## src/rtl/path_sequencer_pkg.sv

```systemverilog
// Shared path definitions: default path geometry, the invalid-node code and
// sequencer state encodings, used by pathDecode and the path sequencer.
package path_sequencer_pkg;

    localparam int NODE_W_DEF   = 5;
    localparam int SLOTS_DEF    = 20;
    localparam int NODE_INVALID = 0;

    typedef enum logic [1:0] {
        ST_IDLE = 2'd0,
        ST_EMIT = 2'd1,
        ST_DONE = 2'd2,
        ST_ERR  = 2'd3
    } seq_state_t;

endpackage

```

## src/rtl/path_slot_mux.sv

```systemverilog
// Selects one node ID out of a packed path word; slot 0 occupies the
// lowest-numbered bits of the word.
module path_slot_mux
    import path_sequencer_pkg::*;
#(
    parameter int NODE_W = NODE_W_DEF,
    parameter int SLOTS  = SLOTS_DEF,
    parameter int IDX_W  = 5
) (
    input  logic [0:NODE_W*SLOTS-1] path,
    input  logic [IDX_W-1:0]        idx,
    output logic [0:NODE_W-1]       node
);

    always_comb begin
        node = '0;
        for (int k = 0; k < SLOTS; k++) begin
            if (idx == IDX_W'(k))
                node = path[NODE_W*k +: NODE_W];
        end
    end

endmodule

```

## src/rtl/path_sequencer.sv

```systemverilog
// Walks a captured path word slot by slot, handing each waypoint to the
// motion stage with valid/ready until end_node is accepted or the path is bad.
module path_sequencer
    import path_sequencer_pkg::*;
#(
    parameter int NODE_W = NODE_W_DEF,
    parameter int SLOTS  = SLOTS_DEF
) (
    input  logic                    clk,
    input  logic                    rst_n,
    input  logic [0:NODE_W*SLOTS-1] path_in,
    input  logic [0:NODE_W-1]       end_node,
    input  logic                    path_valid,
    output logic                    path_ready,
    output logic [0:NODE_W-1]       node_out,
    output logic                    node_valid,
    input  logic                    node_ready,
    output logic [0:NODE_W-1]       hop_count,
    output logic                    done,
    output logic                    error
);

    localparam int IDX_W = (SLOTS > 1) ? $clog2(SLOTS) : 1;
    localparam logic [IDX_W-1:0] IDX_LAST = IDX_W'(SLOTS - 1);

    seq_state_t state_q, state_d;

    logic [0:NODE_W*SLOTS-1] path_q;
    logic [0:NODE_W-1]       end_q;
    logic [IDX_W-1:0]        idx_q;
    logic [0:NODE_W-1]       hop_q;
    logic [0:NODE_W-1]       cur_node;
    logic                    slot_zero, is_end, accept;

    path_slot_mux #(
        .NODE_W (NODE_W),
        .SLOTS  (SLOTS),
        .IDX_W  (IDX_W)
    ) u_slot_mux (
        .path (path_q),
        .idx  (idx_q),
        .node (cur_node)
    );

    assign slot_zero = (cur_node == NODE_W'(NODE_INVALID));
    assign is_end    = (cur_node == end_q);
    assign accept    = node_valid & node_ready;
    assign hop_count = hop_q;

    always_ff @(posedge clk or negedge rst_n) begin
        if (!rst_n) state_q <= ST_IDLE;
        else        state_q <= state_d;
    end

    always_comb begin
        state_d    = state_q;
        path_ready = 1'b0;
        node_valid = 1'b0;
        done       = 1'b0;
        error      = 1'b0;
        case (state_q)
            ST_IDLE: begin
                path_ready = 1'b1;
                if (path_valid) state_d = ST_EMIT;
            end
            ST_EMIT: begin
                // An invalid slot is never presented downstream.
                if (slot_zero) begin
                    state_d = ST_ERR;
                end else begin
                    node_valid = 1'b1;
                    if (node_ready) begin
                        if (is_end)                 state_d = ST_DONE;
                        else if (idx_q == IDX_LAST) state_d = ST_ERR;
                    end
                end
            end
            ST_DONE: begin
                done    = 1'b1;
                state_d = ST_IDLE;
            end
            ST_ERR: begin
                error   = 1'b1;
                state_d = ST_IDLE;
            end
            default: state_d = ST_IDLE;
        endcase
        node_out = node_valid ? cur_node : '0;
    end

    always_ff @(posedge clk or negedge rst_n) begin
        if (!rst_n) begin
            path_q <= '0;
            end_q  <= '0;
            idx_q  <= '0;
            hop_q  <= '0;
        end else if (state_q == ST_IDLE && path_valid) begin
            path_q <= path_in;
            end_q  <= end_node;
            idx_q  <= '0;
            hop_q  <= '0;
        end else if (accept) begin
            if (hop_q != '1) hop_q <= hop_q + 1'b1;
            // idx stays put on the final accept so it never passes the last slot.
            if (!is_end && idx_q != IDX_LAST) idx_q <= idx_q + 1'b1;
        end
    end

endmodule

```

## config.mk

```make
export PLATFORM = sky130hd
export DESIGN_NAME = path_sequencer
export DESIGN_NICKNAME = d
export VERILOG_FILES = /design/src/rtl/path_sequencer_pkg.sv /design/src/rtl/path_slot_mux.sv /design/src/rtl/path_sequencer.sv
export SDC_FILE = /design/constraint.sdc
export NUM_CORES = 1
export LEC_CHECK = 0
export ABC_AREA = 1
export CAP_MARGIN = 40
export CELL_PAD_IN_SITES_DETAIL_PLACEMENT = 0
export CELL_PAD_IN_SITES_GLOBAL_PLACEMENT = 1
export CORE_MARGIN = 3
export CORE_UTILIZATION = 37
export CTS_CLUSTER_DIAMETER = 80
export CTS_CLUSTER_SIZE = 10
export DETAILED_ROUTE_END_ITERATION = 8
export GPL_ROUTABILITY_DRIVEN = 0
export GPL_TIMING_DRIVEN = 1
export HOLD_SLACK_MARGIN = 0.03
export PLACE_DENSITY = 0.85
export SYNTH_ARGS = -nofsm -noshare
export SYNTH_HDL_FRONTEND = slang
export SYNTH_SLANG_ARGS = --single-unit
```

## constraint.sdc

```tcl
create_clock -name clk -period 3.85 [get_ports clk]
set_input_delay 0.385 -clock clk [delete_from_list [all_inputs] [get_ports clk]]
set_output_delay 0.385 -clock clk [all_outputs]
set_load 0.05 [all_outputs]
```

==> metrics.cfg <==
[run_status]
outcome = complete, no violations

[floorplanning]
num_io_pins = 123
die_w_um = 136
start_util_pct = 38.4
fp-row-count = 46
core_area_mm2 = 0.0162
die_h_um = 136
dieArea_mm2 = 0.0184

[clocking]
cts.reportedPaths.clkPinSlew_ps = 50
cts_tree = done
cts_htree_levels = 4
cts_sinks = 117
cts_max_path_buffers = 2
cts.root.buffer_cell = clkbuf_16
insertion_delay_ps = 420
numCtsBuffers = 17

[sta]
drv_slew = 0
period_share_pct = 96.1
tightest_slew_ps = 755
setup_viol = 0
period_needed_ps = 3700
hold_ws_ps = 27.0
tns_ps = 0
final_hold_viol_count = 0
max_freq_ghz = 0.270
rsz0062_at_grt = yes
slew_headroom_pct = 49.7
skew_ps = 7.09

[grt]
antenna_found_initial = 0
grt_pass1_vias = 5628
grt_overflow_total = 0
grt_max_degree = 74
grt_util_all_layers_pct = 18.7
grt_pass1_wl_mm = 27.2

[detailed_routing]
vias = 5705
wirelength_mm = 16.5
vias_per_cell = 4.52
first_pass_iters = 4
drt_drc_violations_left = 0
first_iter_violations = 311
antenna_left = 0
wl_per_cell_um = 13.1

[yosys]
synth_area_leaders = dfrtp_1 (47%), nand2_1 (28%), inv_1 (5.1%)
yosys_register_bits = 117
synthFlopType = dfrtp_1
synth-edff-count = 0
synth_cells = 887
synth_cell_types = 28
synthTopCellsByCount = nand2_1 (462), dfrtp_1 (117), inv_1 (85)
avgSynthCellArea_um2 = 7.00
ys.warnings.count = 0
ys_seq_area_share_pct = 47.1
synth_most_common_cell = nand2_1
yosysTopAreaCell = dfrtp_1
netlist.area_leader.share_pct = 47.1
syn_area_mm2 = 0.00621
async_flop_share_pct = 100
syn_nets = 1003

[setup_path]
worstSetupStartpoint = idx_q[1]
start_kind = register
crit_arrival_ps = 3320
r2r-start = idx_q[1]
ff2ff_path_depth = 33
r2r-end = idx_q[1]
end_kind = output port
slowest_delay_ps = 410
crit_top_cell = nand2_1
reg2reg_slack_ps = 470
crit_fanout = 6
worst_path_max_delay_cell = dfrtp_1
worst_ep_required_time_ps = 3460
crit_type = reg -> out
endpoint = node_valid

[power_and_ir_drop]
leakagePower_nw = 4.43
share_comb_of_total_power_pct = 51.8
switching_share_pct = 42.7
power_density_mw_per_mm2 = 923
clkPwrFrac_pct = 20.5
vdd_drop_max_uv = 727
p_sw_w = 0.00343
seqPwrFrac_pct = 27.7
p_int_w = 0.00460

[layout]
area_growth_pct = 40.0
nets = 1148
multi_input_area_mm2 = 0.00300
drive_above_1_share_pct = 13.7
fillers = 1559
n_antenna_cell = 0
seq_area_mm2 = 0.00293

[placed_design]
dp_hpwl_mm = 11.6
io_buffers = 122

[flow_run]
cap_violations = 0

[min_path]
min_path_type = in -> async

## cell type report
cell class	count	share of cell area (%)
clock inverter	8	1.38
inverter	96	4.24
sequential	117	33.7
multi-input combinational	648	34.5
timing repair buffer	152	17.3
tap	216	3.11
clock buffer	24	5.77
## logic make-up after synthesis
logic type / after synthesis / share of synthesized area [%]
XOR/XNOR: 7 / 0.987
AND/OR/NAND/NOR: 593 / 39.5
buffers and inverters: 122 / 7.45
flip-flops: 117 / 47.1
adder cells (fa/ha/maj): 7 / 1.41
AO/OA/AOI/OAI: 41 / 3.48
## critical path, delay by kind of cell (launching register included)
kind	cells	cell delay [ps]
buffers and inverters	5	480
AND/OR/NAND/NOR	24	1730
flip-flops	1	410
AO/OA/AOI/OAI	1	150
adder cells (fa/ha/maj)	1	150
## through the flow
step	utilization (%)	power, W	instances	cell area [um2]	setup WS, ps
detailed placement	47.6	0.00568	1207	7690	168
finish	53.8	0.00803	1261	8700	148
floorplan	-	0.00460	887	6210	331
CTS	52.3	0.00765	1247	8470	3.48
global route	53.8	0.00863	1261	8700	-118
global placement	47.4	0.00562	1206	7660	161
## worst min path at each step
stage                 endpoint  slack, ps
detailed placement  path_q[55]        460
finish              path_q[16]         30
global route        path_q[11]         90
CTS                 path_q[16]         50
floorplan             end_q[0]         90
global placement    path_q[55]        450
## per-layer routing
layer / global-route usage, % / vias to the layer above / wire, um
met3: 4.23 / 27 / 837
met5: 0 / - / 0
met2: 30.1 / 136 / 7820
li1: - / 2972 / -
met4: 6.94 / 0 / 270
met1: 24.6 / 2570 / 7610
## power by group through the flow
stage                     registers, W  clock network, W  logic (W)
after floorplan                0.00215                 0    0.00246
after global placement         0.00222                 0    0.00340
after detailed placement       0.00222                 0    0.00347
after CTS                      0.00221           0.00168    0.00376
after global routing           0.00229           0.00174    0.00460
final                          0.00223           0.00164    0.00416
## registers in the layout, summed over array words and instances, names as in the netlist
| register | cells |
|---|---|
| end_q | 5 |
| hop_count | 5 |
| state_q | 2 |
| path_q | 100 |
| idx_q | 5 |
## what timing repair did
action	CTS	global route
hold buffers	0	0
gates resized for setup	29	37
endpoints found under the setup margin	6	6
cloned	1	0
pin swaps	3	10
buffers inserted	7	14
## layout by cell type, fill, tap and decap left out, types with 4 or more instances in the layout
cell / instances
nand2_1: 450
dfrtp_1: 115
clkdlybuf4s50_1: 115
inv_1: 76
nand3_1: 53
nor2_1: 30
o21ai_0: 27
buf_4: 26
clkbuf_16: 17
inv_2: 13
nand2_2: 12
or2_2: 12
nor2_4: 11
xor2_1: 7
o21ai_1: 6
buf_6: 6
a21oi_1: 5
clkbuf_8: 5
nor2_2: 4
nand2_4: 4
clkinv_2: 4
No activity file was read; power rests on OpenSTA's default activity.
==> RTL edit 1: new RTL, same settings <==
Make the reset (`rst_n`) synchronous in 2 clocked blocks.
--- a/src/rtl/path_sequencer.sv
+++ b/src/rtl/path_sequencer.sv
@@ -49,3 +49,3 @@
 
-    always_ff @(posedge clk or negedge rst_n) begin
+    always_ff @(posedge clk) begin
         if (!rst_n) state_q <= ST_IDLE;
@@ -90,3 +90,3 @@
 
-    always_ff @(posedge clk or negedge rst_n) begin
+    always_ff @(posedge clk) begin
         if (!rst_n) begin
Check against the original RTL: differs if rst_n is asserted again (counterexample within 4 cycles, from zero or initial values and one cycle with rst_n low); with rst_n held inactive, the same outputs for 10 cycles.
==> RTL edit 1 against the unedited design <==
Sequential cell count stayed put. Largest cell class unchanged. Routed wire length is 8.3% lower. Final area is 8.1% lower. Worst setup slack worse by 0.097 ns. Count of clock-buffer cells in the layout is 1 higher. Non-clock buffer count is 9 lower. Synthesized area is 6.9% lower.
Power is not compared: it rests on default switching activity, and its combinational part moved more than twofold at a synthesized area within 25%.
==> RTL edit 1: results (changes against the unedited design) <==
Status
  – Status: completed

CTS
  – Max Root-Sink Buffers: 2 (unchanged)
  – Htree depth: 4 (unchanged)
  – Root Driver: clkbuf_16
  – CTS clock-pin slew for the worst setup and hold paths: 0.05 ns (about the same)
  – Worst-Skew Late Latency: 0.41 ns
  – TritonCTS Buffers: 17 (unchanged)
  – Cts repair resizes: 21 (-28%)
  – # Post-CTS Setup Buffers: 8 (+1)

Synth
  – Post-synthesis sequential area ratio: 40.5% (-6.6 points)
  – Synth top area cells: dfxtp_1, nor2_1, nand2_1
  – Synth Area in Compound Gates: 12.7% (+9.2 points)
  – YS warnings: 0 (unchanged)
  – Multiplexer area fraction after synthesis: 0% (unchanged)
  – Top FF cell, synth: dfxtp_1
  – Xor and xnor fraction of the mapped netlist area: 0.454% (-0.53 points)
  – Async set-reset flop share out of synthesis: 0% (-100 points)
  – Distinct cells, synth: 27 (-3.6%)
  – Post-Synth Adder-Cell Area: 1.51% (+0.10 points)
  – Top post-synthesis cells by count: nor2_1, nand2_1, o21ai_0, dfxtp_1, inv_1
  – Net Count, Synth: 1,023 (+2.0%)

Cells and area
  – Largest Register: path_q
  – ANT cells: 0 (unchanged)
  – Filler cells: 1,559 (unchanged)
  – Layout cell share with drive strength beyond 1: 12.0% (-1.7 points)
  – Final nets: 1,150 (+0.17%)
  – Max reg flops: 100 (unchanged)

Timing
  – Worst-margin pin slew: 0.909 ns (+0.155 ns)
  – Clk_skew: 0.00654 ns (-0.000547 ns)

Drt
  – Via Count: 5,719 (+0.25%)
  – DRT iter0 DRCs: 259 (-17%)
  – Drt total wl: 15.2 mm (-8.3%)
  – 1st-pass router iterations: 4 (unchanged)

Place
  – Half-perimeter wire length after placement: 10.9 mm (-6.2%)
  – Pre-CTS WS: 0.0773 ns (-0.0905 ns)
  – PortBufs: 122 (unchanged)

Min path
  – Worst hold stages: 3
  – Worst hold path type: primary input to register

Critical path
  – Crit Path Max Fanout: 6 (unchanged)
  – Slowest cell on crit path: dfxtp_4
  – Critical Path AT: 3.41 ns (+0.09 ns)
  – CP peak stage delay: 0.37 ns (-0.04 ns)
  – Worst reg2reg path depth: 37 (+12%)

Global routing
  – Vias in the first global route: 5,369 (-4.6%)
  – All-Layer GR Usage: 18.3% (-0.35 points)
  – Antenna violations before repair: 0 (unchanged)
  – First-pass GRT wire length: 25.1 mm (-7.8%)
  – Largest net degree at the start of global routing: 115 (+55%)

Power and ir drop
  – Peak VDD IR: 0.316 mV
  – Sw Pwr: 1600 µW
  – Leak pwr: 0.00346 µW

Run
  – Total of max-cap violations: 0 (unchanged)
[RTL edit 1: cell count changes in the layout (fill, tap and decap cells not counted), sizes merged, moves of 7 or more]
cell   before  now
dfrtp     117    0
nor2       46  236
dfxtp       0  117
o21ai      34  129
nand2     467  187
inv        92   99
a21oi       7   18
buf        37   28
[RTL edit 1: layer usage]
layer / wire (µm) / track usage, % / up-vias
met4: 201 / 5.32 / 0
met3: 625 / 4.92 / 14
met1: 7060 / 23.1 / 2510
li1: - / - / 3081
met2: 7270 / 30.8 / 114
met5: 0 / 0 / -
[RTL edit 1: cell type report]
cell class / instances / share of cell area, %
inverter: 99 / 4.81
sequential: 117 / 29.4
tap: 211 / 3.30
timing repair buffer: 143 / 18.0
multi-input combinational: 656 / 37.8
clock inverter: 5 / 0.626
clock buffer: 25 / 6.08
[RTL edit 1: worst max-delay path, delay by kind of cell, from the launching register on]
| kind | cells | cell delay (ns) |
|---|---|---|
| buf+inv | 6 | 0.40 |
| fa+ha+maj | 1 | 0.14 |
| flops | 1 | 0.37 |
| simple gates | 28 | 2.07 |
[RTL edit 1: power by group through the flow]
stage          registers, µW  clock network (µW)  logic (µW)
6_report                1590                1430        1590
2_1_floorplan           1560                   0        1010
3_3_place_gp            1600                   0        1420
5_1_grt                 1620                1530        1800
4_1_cts                 1590                1460        1520
3_5_place_dp            1610                   0        1450
[RTL edit 1: metrics by stage]
stage,area [µm²],std cells
CTS,7900,1250
global placement,7220,1211
finish,7990,1256
detailed placement,7240,1212
global route,7990,1256
floorplan,5780,907
[RTL edit 1: path summary, 6_finish.rpt]
kind	start	endpoint	slack, ns
min reg2reg	end_q[2]	end_q[2]	0.47
max reg2reg	idx_q[0]	hop_count[4]	0.28
max	idx_q[0]	node_out[4]	0.05
min	rst_n	state_q[0]	0.27
==> RTL edit 2: new RTL, same settings <==
Without the edit above. Change the package constant `NODE_W_DEF` from 5 to 6.
--- a/src/rtl/path_sequencer_pkg.sv
+++ b/src/rtl/path_sequencer_pkg.sv
@@ -4,3 +4,3 @@
 
-    localparam int NODE_W_DEF   = 5;
+    localparam int NODE_W_DEF   = 6;
     localparam int SLOTS_DEF    = 20;
Ports: changed (resized end_node, hop_count, node_out and path_in); port bits go from 123 to 146. No check against the original RTL was run, so the function may have changed too.
==> RTL edit 2 against the unedited design <==
The flow now finishes with violations (setup timing). Total power rose by 17%. Routed wire length up 21%. Worst setup slack worse by 0.22 ns. Count of clock-buffer cells in the layout is 2 lower. Non-clock buffer count increased by 19. Synthesized area rose by 19%. Synthesized cell count increased by 20%. Sequential cell count increased by 22. Maximum frequency decreased by 5.6%. Register-to-register slack worse by 0.20 ns. Final area grew 17%. Critical endpoint is now node_out[2].
==> RTL edit 2: results (changes against the unedited design) <==
Cells and area
  – Final nets: 1,360 (+18%)
  – Layout cell share with drive strength beyond 1: 12.2% (-1.5 points)
  – Max reg flops: 120 (+20%)

Drt
  – Via Count: 6,847 (+20%)
  – Drt total wl: 20.0 mm (+21%)
  – DRT iter0 DRCs: 362 (+16%)
  – 1st-pass router iterations: 5 (+1)

CTS
  – Worst-Skew Late Latency: 0.42 ns (about the same)

Global routing
  – All-Layer GR Usage: 18.9% (+0.19 points)
  – Largest net degree at the start of global routing: 142 (+92%)
  – First-pass GRT wire length: 33.5 mm (+23%)

Status
  – Failing checks: setup timing
  – Status: finished, violations left

Critical path
  – Worst reg2reg path depth: 34 (+3.0%)
  – Worst R2R Start: idx_q[0]
  – Crit Path Max Fanout: 8 (+2)
  – Worst R2R Setup Slack: 0.27 ns (-0.20 ns)
  – Critical Path AT: 3.54 ns (+0.22 ns)
  – Critical path endpoint: node_out[2]
  – Slowest cell on crit path: dfrtp_2

Timing
  – Count of final setup violators: 4 (+4)
  – PnR worst setup slack: -0.0702 ns (-0.219 ns)
  – Worst hold slack: 0.468 ns (+0.441 ns)
  – Clk_skew: 0.00948 ns (+0.00239 ns)
  – Relative slew slack: 59.9% (+10 points)

Power and ir drop
  – Leak pwr: 0.00529 µW (+19%)
  – Combinational power: 5090 µW (+22%)
  – Sw Pwr: 4230 µW (+23%)
  – Peak VDD IR: 0.639 mV (-12%)

Synth
  – Distinct cells, synth: 33 (+18%)
  – Post-synthesis sequential area ratio: 47.2% (+0.053 points)
  – Top post-synthesis cells by count: nand2_1, dfrtp_1, inv_1, nand3_1, nor2_1
  – Synth top area cells: dfrtp_1, nand2_1, inv_1
  – Net Count, Synth: 1,201 (+20%)

Place
  – Pre-CTS WS: 0.0596 ns (-0.108 ns)
  – Half-perimeter wire length after placement: 14.2 mm (+22%)
RTL edit 2: cell types whose count changed after synthesis, moves of 6 or more:
cell | unedited run | this run
nand2_2 | 3 | 12
inv_1 | 85 | 98
buf_1 | 6 | 0
dfrtp_1 | 117 | 139
nand2_1 | 462 | 591
clkbuf_1 | 18 | 30
RTL edit 2: metal layers:
layer	vias up	share of wire (%)	GRT usage, %	wire [µm]
met2	156	46	29.4	9120
met3	18	4.3	3.49	854
li1	3541	-	-	-
met1	3132	49	27.4	9850
met5	-	0	0	0
met4	0	0.99	4.43	199
RTL edit 2: kinds of logic after synthesis:
| group | Yosys count | synth area share (%) |
|---|---|---|
| and+or+nand+nor | 731 | 40.6 |
| adders and majority gates | 6 | 1.02 |
| DFF | 139 | 47.2 |
| AOI/OAI and AO/OA | 45 | 3.31 |
| xor gates and xnor gates | 5 | 0.594 |
| buffers and inverters | 139 | 7.25 |
RTL edit 2: per-stage QoR:
stage	area (µm²)	instances	total power [µW]	setup TNS, ns
after floorplan	7370	1065	5560	0
after global placement	9120	1448	6900	0
after detailed placement	9150	1449	6960	0
after CTS	9980	1491	9040	-0.0226
after global routing	10200	1497	10200	-1.48
final	10200	1497	9410	-0.115
RTL edit 2: what timing repair did:
action / in CTS / in global routing
endpoints found under the hold margin: 52 / 0
cloned: 0 / 1
setup buffers: 9 / 6
pin swaps: 10 / 22
endpoints found under the setup margin: 6 / 17
hold buffers: 1 / 0
resized for setup: 39 / 30
RTL edit 2: final cells by class:
| type | instances | share of cell area [%] |
|---|---|---|
| timing repair buffer | 171 | 17.2 |
| multi-input combinational | 788 | 35.2 |
| inverter | 107 | 4.02 |
| clock inverter | 10 | 1.37 |
| clock buffer | 22 | 4.77 |
| tap | 260 | 3.20 |
| sequential | 139 | 34.3 |
